===== src/rtl/fetch_pc_unit_pkg.sv =====
// Shared fetch definitions: FSM states, opcode constants, reset PC and B-type immediate decode.
package fetch_pc_unit_pkg;

    typedef enum logic {
        ST_BOOT = 1'b0,
        ST_RUN  = 1'b1
    } fetch_state_t;

    localparam logic [6:0]  OPC_BRANCH       = 7'b1100011;
    localparam logic [31:0] RESET_PC_DEFAULT = 32'h4000_0000;

    // Sign-extended B-type branch offset.
    function automatic logic [31:0] imm_b(input logic [31:0] inst);
        return {{20{inst[31]}}, inst[7], inst[30:25], inst[11:8], 1'b0};
    endfunction

endpackage


===== src/rtl/fetch_pc_unit_branch_history_table.sv =====
// Table of 2-bit saturating taken/not-taken counters, one lookup port and one update port.
module branch_history_table #(
    parameter int IDX_W = 6
) (
    input  logic             clk,
    input  logic             rst,
    input  logic [IDX_W-1:0] lookup_idx,
    output logic             lookup_taken,
    input  logic             upd_valid,
    input  logic [IDX_W-1:0] upd_idx,
    input  logic             upd_taken
);

    localparam int ENTRIES = 2 ** IDX_W;

    logic [1:0] ctr [ENTRIES];

    always_ff @(posedge clk or negedge rst) begin
        if (!rst) begin
            for (int i = 0; i < ENTRIES; i++) begin
                ctr[i] <= 2'b01;
            end
        end else if (upd_valid) begin
            if (upd_taken && ctr[upd_idx] != 2'b11) begin
                ctr[upd_idx] <= ctr[upd_idx] + 2'd1;
            end else if (!upd_taken && ctr[upd_idx] != 2'b00) begin
                ctr[upd_idx] <= ctr[upd_idx] - 2'd1;
            end
        end
    end

    // Reads registered state, so a same-cycle update is not yet visible here.
    assign lookup_taken = ctr[lookup_idx][1];

endmodule


===== src/rtl/fetch_pc_unit.sv =====
// IF-stage PC generator: BOOT/RUN FSM, pc_q and next-PC mux (redirect > stall > predict > PC+4).
// Define BRANCH_PREDICT_EN to add the BHT-based B-type predictor; otherwise static not-taken.
module fetch_pc_unit
    import fetch_pc_unit_pkg::*;
#(
    parameter logic [31:0] RESET_PC  = RESET_PC_DEFAULT,
    parameter int          BHT_IDX_W = 6
) (
    input  logic        clk,
    input  logic        rst,
    input  logic        stall,
    input  logic        redirect_valid,
    input  logic [31:0] redirect_pc,
    output logic [31:0] imem_addr,
    input  logic [31:0] imem_dout,
    output logic [31:0] if_pc,
    output logic        if_valid,
    output logic        if_pred_taken,
    input  logic        upd_valid,
    input  logic [31:0] upd_pc,
    input  logic        upd_taken,
    output logic        dbg_state
);

    fetch_state_t state;
    logic [31:0]  pc_q;
    logic [31:0]  pc_next;
    logic         pred_hit;

`ifdef BRANCH_PREDICT_EN
    logic bht_taken;

    branch_history_table #(
        .IDX_W(BHT_IDX_W)
    ) u_bht (
        .clk         (clk),
        .rst         (rst),
        .lookup_idx  (pc_q[BHT_IDX_W+1:2]),
        .lookup_taken(bht_taken),
        .upd_valid   (upd_valid),
        .upd_idx     (upd_pc[BHT_IDX_W+1:2]),
        .upd_taken   (upd_taken)
    );

    assign pred_hit = if_valid && !stall && (imem_dout[6:0] == OPC_BRANCH) && bht_taken;

    logic unused_pred;
    assign unused_pred = ^{redirect_pc[1:0], upd_pc[31:BHT_IDX_W+2], upd_pc[1:0], imem_dout[24:12]};
`else
    assign pred_hit = 1'b0;

    logic unused_static;
    assign unused_static = ^{redirect_pc[1:0], imem_dout, upd_valid, upd_pc, upd_taken};
`endif

    always_comb begin
        pc_next = pc_q;
        if (redirect_valid) begin
            pc_next = {redirect_pc[31:2], 2'b00};
        end else if (stall) begin
            pc_next = pc_q;
        end else if (pred_hit) begin
            pc_next = pc_q + imm_b(imem_dout);
        end else begin
            pc_next = pc_q + 32'd4;
        end
    end

    // Memory is sync-read: the address for the word seen next cycle goes out now.
    assign imem_addr = (state == ST_BOOT) ? RESET_PC : pc_next;
    assign if_pc     = pc_q;
    assign dbg_state = state;

    always_ff @(posedge clk or negedge rst) begin
        if (!rst) begin
            state         <= ST_BOOT;
            pc_q          <= RESET_PC;
            if_valid      <= 1'b0;
            if_pred_taken <= 1'b0;
        end else begin
            case (state)
                ST_BOOT: begin
                    pc_q          <= RESET_PC;
                    if_valid      <= 1'b1;
                    if_pred_taken <= 1'b0;
                    state         <= ST_RUN;
                end
                ST_RUN: begin
                    if (redirect_valid) begin
                        pc_q          <= pc_next;
                        if_valid      <= 1'b1;
                        if_pred_taken <= 1'b0;
                    end else if (!stall) begin
                        pc_q          <= pc_next;
                        if_valid      <= 1'b1;
                        if_pred_taken <= pred_hit;
                    end
                end
                default: state <= ST_BOOT;
            endcase
        end
    end

endmodule


===== config.mk =====
export PLATFORM = sky130hd
export DESIGN_NAME = fetch_pc_unit
export DESIGN_NICKNAME = d
export VERILOG_FILES = /design/src/rtl/fetch_pc_unit_pkg.sv /design/src/rtl/fetch_pc_unit_branch_history_table.sv /design/src/rtl/fetch_pc_unit.sv
export SDC_FILE = /design/constraint.sdc
export NUM_CORES = 1
export LEC_CHECK = 0
export CORE_AREA = 2 2 86 88
export CTS_CLUSTER_DIAMETER = 120
export DETAILED_ROUTE_END_ITERATION = 7
export DIE_AREA = 0 0 88 90
export DONT_BUFFER_PORTS = 1
export PLACE_DENSITY_LB_ADDON = 0.12
export SYNTH_ARGS = -nofsm -noshare
export SYNTH_HDL_FRONTEND = slang
export SYNTH_SLANG_ARGS = --single-unit
export TNS_END_PERCENT = 50

===== constraint.sdc =====
create_clock -name clk -period 1.81 [get_ports clk]
set_input_delay 0.0905 -clock clk [delete_from_list [all_inputs] [get_ports clk]]
set_output_delay 0.0905 -clock clk [all_outputs]
set_load 0.05 [all_outputs]

Word-level counts from Yosys, hierarchy flattened
Cells that the tools add are included.

RAM bits: 0. Register bits: 35. Memories kept: 0. Latch bits: 0. Bits of input ports: 102. Output and inout port bits: 67. Bits in read-only memories: 0. Word-level logic and storage cells: 19.

Reductions and logical operators: 0. Shift-type cells: 0. Equality and inequality tests: 1. $add $sub $neg: 1. Order comparisons: 0. Muxes and demuxes: 12. Bitwise operators: 1. Divide/modulo/power cells: 0. Multipliers: 0.

Operator list (count): 32-bit two-way mux (5); 32-bit one-hot mux with 2 select lines (1); 32-bit by 3-bit adder with 32-bit output (second input constant) (1); 1-bit two-way mux (4); 1-bit one-hot mux with 2 select lines (2); 3-bit inequality test (second input constant) (1); 1-bit inverter (1).

Depth between registers and ports, before layout
Word-level depth: 6. Depth in mapped cells: 7. Gate-level depth less buffers: 5.

Worst setup path before layout
Ideal clock, no wire load.

Kind: flip-flop to output port. Start point: register pc_q[5], in the netlist if_pc[5]. End point: output imem_addr[31]. Stages on the path, launching flop included: 6. Required time: 1.719 ns. Buffers on the path: 1. Setup slack: -1.336 ns. Arrival time: 3.055 ns. Cells stage by stage: dfrtp_1 -> nand3_1 -> or4b_1 -> clkbuf_2 -> or4_4 -> a31oi_1.

Longest elaborated chain between the ends: 4.

Ends and longest elaborated chain: start, declared (line fetch_pc_unit.sv:26) `logic [31:0] pc_q;`; start signal, assigned (line fetch_pc_unit.sv:90) `pc_q <= pc_next;`; start signal, assigned (line fetch_pc_unit.sv:94) `pc_q <= pc_next;`; 32-bit by 3-bit adder with 32-bit output (line fetch_pc_unit.sv:65) `pc_next = pc_q + 32'd4;`; 32-bit two-way mux (line fetch_pc_unit.sv:60) `end else if (stall) begin`; 32-bit two-way mux (line fetch_pc_unit.sv:58) `if (redirect_valid) begin`; 32-bit two-way mux (line fetch_pc_unit.sv:70) `assign imem_addr = (state == ST_BOOT) ? RESET_PC : pc_next;`; end, declared (line fetch_pc_unit.sv:14) `output logic [31:0] imem_addr,`.

No other way between the ends.

Final worst setup path
Start point: register pc_q[11], in the netlist if_pc[11]. End point: output imem_addr[29].

The elaborated chain is that of the path after synthesis.

==> out/metrics.cfg <==
[grt]
grt_pass1_vias = 2459
grt.total_usage_pct = 19.6
busiest_layer = met2
grtUsageMet1_pct = 24.2
grt_first_pass_wirelength_um = 12400
grt-ovfl-total = 0
grt_max_degree = 35
use_met3_pct = 6.06
grt_antenna_before_repair = 1
met2_usage_pct = 33.7

[yosys]
netlist_area_um2 = 2230
synth_ff_type = dfrtp_1
syn_inst = 251
yosysWarnings = 0
synthArstFlopShare_pct = 100
synthTopCellsByArea = dfrtp_1 37%, a31oi_1 7.9%, o211a_1 6.3%
synthDistinctLibCells = 41
synth_top_area_share_pct = 37.0
seq_area_frac_synth_pct = 38.2
yosys_register_bits = 34
syn_nets = 354
synth-edff-count = 0
synth_top_cell_by_area = dfrtp_1
avgSynthCellArea_um2 = 8.88
post-synth-top-count-cell = dfrtp_1
synth_common_cells = 33 x dfrtp_1, 28 x a31oi_1, 25 x o21ai_0, 16 x clkbuf_1, 14 x o211a_1

[sta]
fin_crit_sh_pct = 135
rsz0062_at_grt = yes
period_minus_slack_ns = 2.44
clock_skew_ns = 0.00411
hold_viol_final = 0
fmax_mhz = 409
drv_slew = 0
whs_ns = 0.0149
tightest_slew_ns = 0.589
final.setup.worst_slack_ns = -0.633
timing.slew.headroom_pct = 60.4
setup_viol = 42

[critical_path]
critPathLaunchType = flop
worstSetupEndpointType = output port
worstPathRequired_ns = 1.72
crit_path_cell_trace = inv_1, or4b_4, buf_12, or4_4, a31oi_4, buf_12
reg2reg_from = if_pc[11]
path_max_fanout = 14
cpMostUsedCell = buf_12
crit_slowest_cell = or4b_4
crit_start = if_pc[11]
cp.arrival_ns = 2.35
crit_type = reg2out
cpPeakStageDelay_ns = 0.57

[clocking]
cts_sinks = 34
insertion_delay_ns = 0.29
clk_pin_slew_worst_paths_ns = 0.08
cts_root_buf = clkbuf_8
cts_buffer_depth = 2
cts_tree = built
numCtsBuffers = 5
htree_levels = 2

[floorplanning]
start_util_pct = 31.8
die_w_um = 88
die_y_um = 90
dieArea_um2 = 7920
core_area_um2 = 7020
rows = 31
io_pins = 169

[routing]
wl_um = 7800
vias = 2479
wl_per_cell_um = 17.0
drt_iter0_markers = 66
ant_nets = 0
avgViaCountPerCell = 5.41
dr.pass1.iters = 4
drc = 0

[min_path]
min-delay-path-class = in2reg
worstHoldStart = redirect_valid

[finish]
final_core_utilization_pct = 59.2
finalNonFillerCells = 458
finish.net_count = 460
fill_cells = 623
drive_above_1_share_pct = 54.5
area_delta_synth_final_pct = 86.3

[power_and_ir_drop]
power.leakage_nw = 1.69
irDropWorstVdd_mv = 0.349
power_mw = 2.58
powerDensity_nw_per_um2 = 621

[place]
io_buffers = 0
dp_hpwl_um = 5680
place.gp.congestion = 0.772
place_inst = 433

[run_status]
violations = negative setup slack
outcome = finished, violations left

[flow_run]
maxCapViolations = 0

layout by cell type, fill, tap and decap left out, types with 5 or more instances in the layout:
cell type	count
nand4_1	7
or4_4	11
clkbuf_8	5
a31oi_4	15
nand2_1	12
buf_4	77
nand2b_1	5
dlygate4sd3_1	8
and2_1	6
xnor2_1	5
buf_12	25
dfrtp_1	13
nand3_1	8
dfrtp_2	19
a21oi_1	7
buf_6	9
o21ai_0	22
a31oi_1	13
o211a_1	13
final cells by class:
cell class              instances  area [um^2]  share of cell area [%]
inverters                       5         18.8                   0.452
flip-flops and latches         34          880                    21.2
diodes                          1         2.50                  0.0603
clock buffers                   5         68.8                    1.66
well taps                      99          124                    2.98
repair buffers                119         1260                    30.3
clock inverters                 3         45.0                    1.08
multi-input cells             192         1750                    42.2
path summary, 6_finish.rpt:
check                                end  slack [ns]  depth (start not counted)
setup / recovery           imem_addr[29]       -0.63                          6
hold reg to reg                if_pc[31]        0.61                          2
max in group asynchronous      if_pc[30]        1.31                          2
setup reg to reg               if_pc[19]       -0.27                          6
min in group asynchronous      if_pc[27]        0.24                          2
hold / removal                 if_pc[10]        0.01                          2
metal layers:
| layer | vias to the layer above | wire, um | part of all wire, % |
|---|---|---|---|
| met5 | - | 0 | 0 |
| met4 | 0 | 42 | 0.54 |
| met3 | 4 | 567 | 7.3 |
| met2 | 69 | 3960 | 51 |
| met1 | 1213 | 3230 | 41 |
| li1 | 1193 | - | - |
power by group:
| part | leakage, nW | switching, mW | internal (mW) |
|---|---|---|---|
| Combinational | 1.23 | 0.621 | 0.381 |
| Sequential | 0.409 | 0.0402 | 0.812 |
| Clock | 0.0504 | 0.317 | 0.410 |
critical path: cells and delay by family (launching register included):
kind            cells  cell delay (ns)
simple gates        2             1.01
buf+inv             3             0.47
flops               1             0.41
compound gates      1             0.18
sequential cells by signal, summed over array words and instances, names as in the netlist:
register / count
dbg_state: 1
if_pc: 32
if_valid: 1
cell families (layout without fill, tap and decap cells):
family	after synthesis	in the layout	share of synthesized area, %
compound gates	93	93	27.9
simple gates	84	84	23.3
flops	34	34	38.2
buf+inv	25	132	4.83
xor+xnor	11	11	4.32
other cells	2	3	0.337
fa+ha+maj	1	1	0.561
mux	1	1	0.449
stage by stage:
step                area, um^2  setup slack (ns)  setup TNS (ns)
floorplan                 2670            -0.597          -15.10
global route              4150            -0.700          -16.28
detailed placement        3720            -0.381           -7.28
global placement          3720            -0.363           -6.71
CTS                       4050            -0.646          -13.07
finish                    4150            -0.633          -12.92
repair_timing:
action                                  CTS  global route
hold buffers                              9             0
pin swaps                                25            13
gates resized for setup                  22            12
buffers inserted                          3             6
endpoints found under the setup margin   42            44
endpoints found under the hold margin    44             0
(Power assumes the default switching activity.)
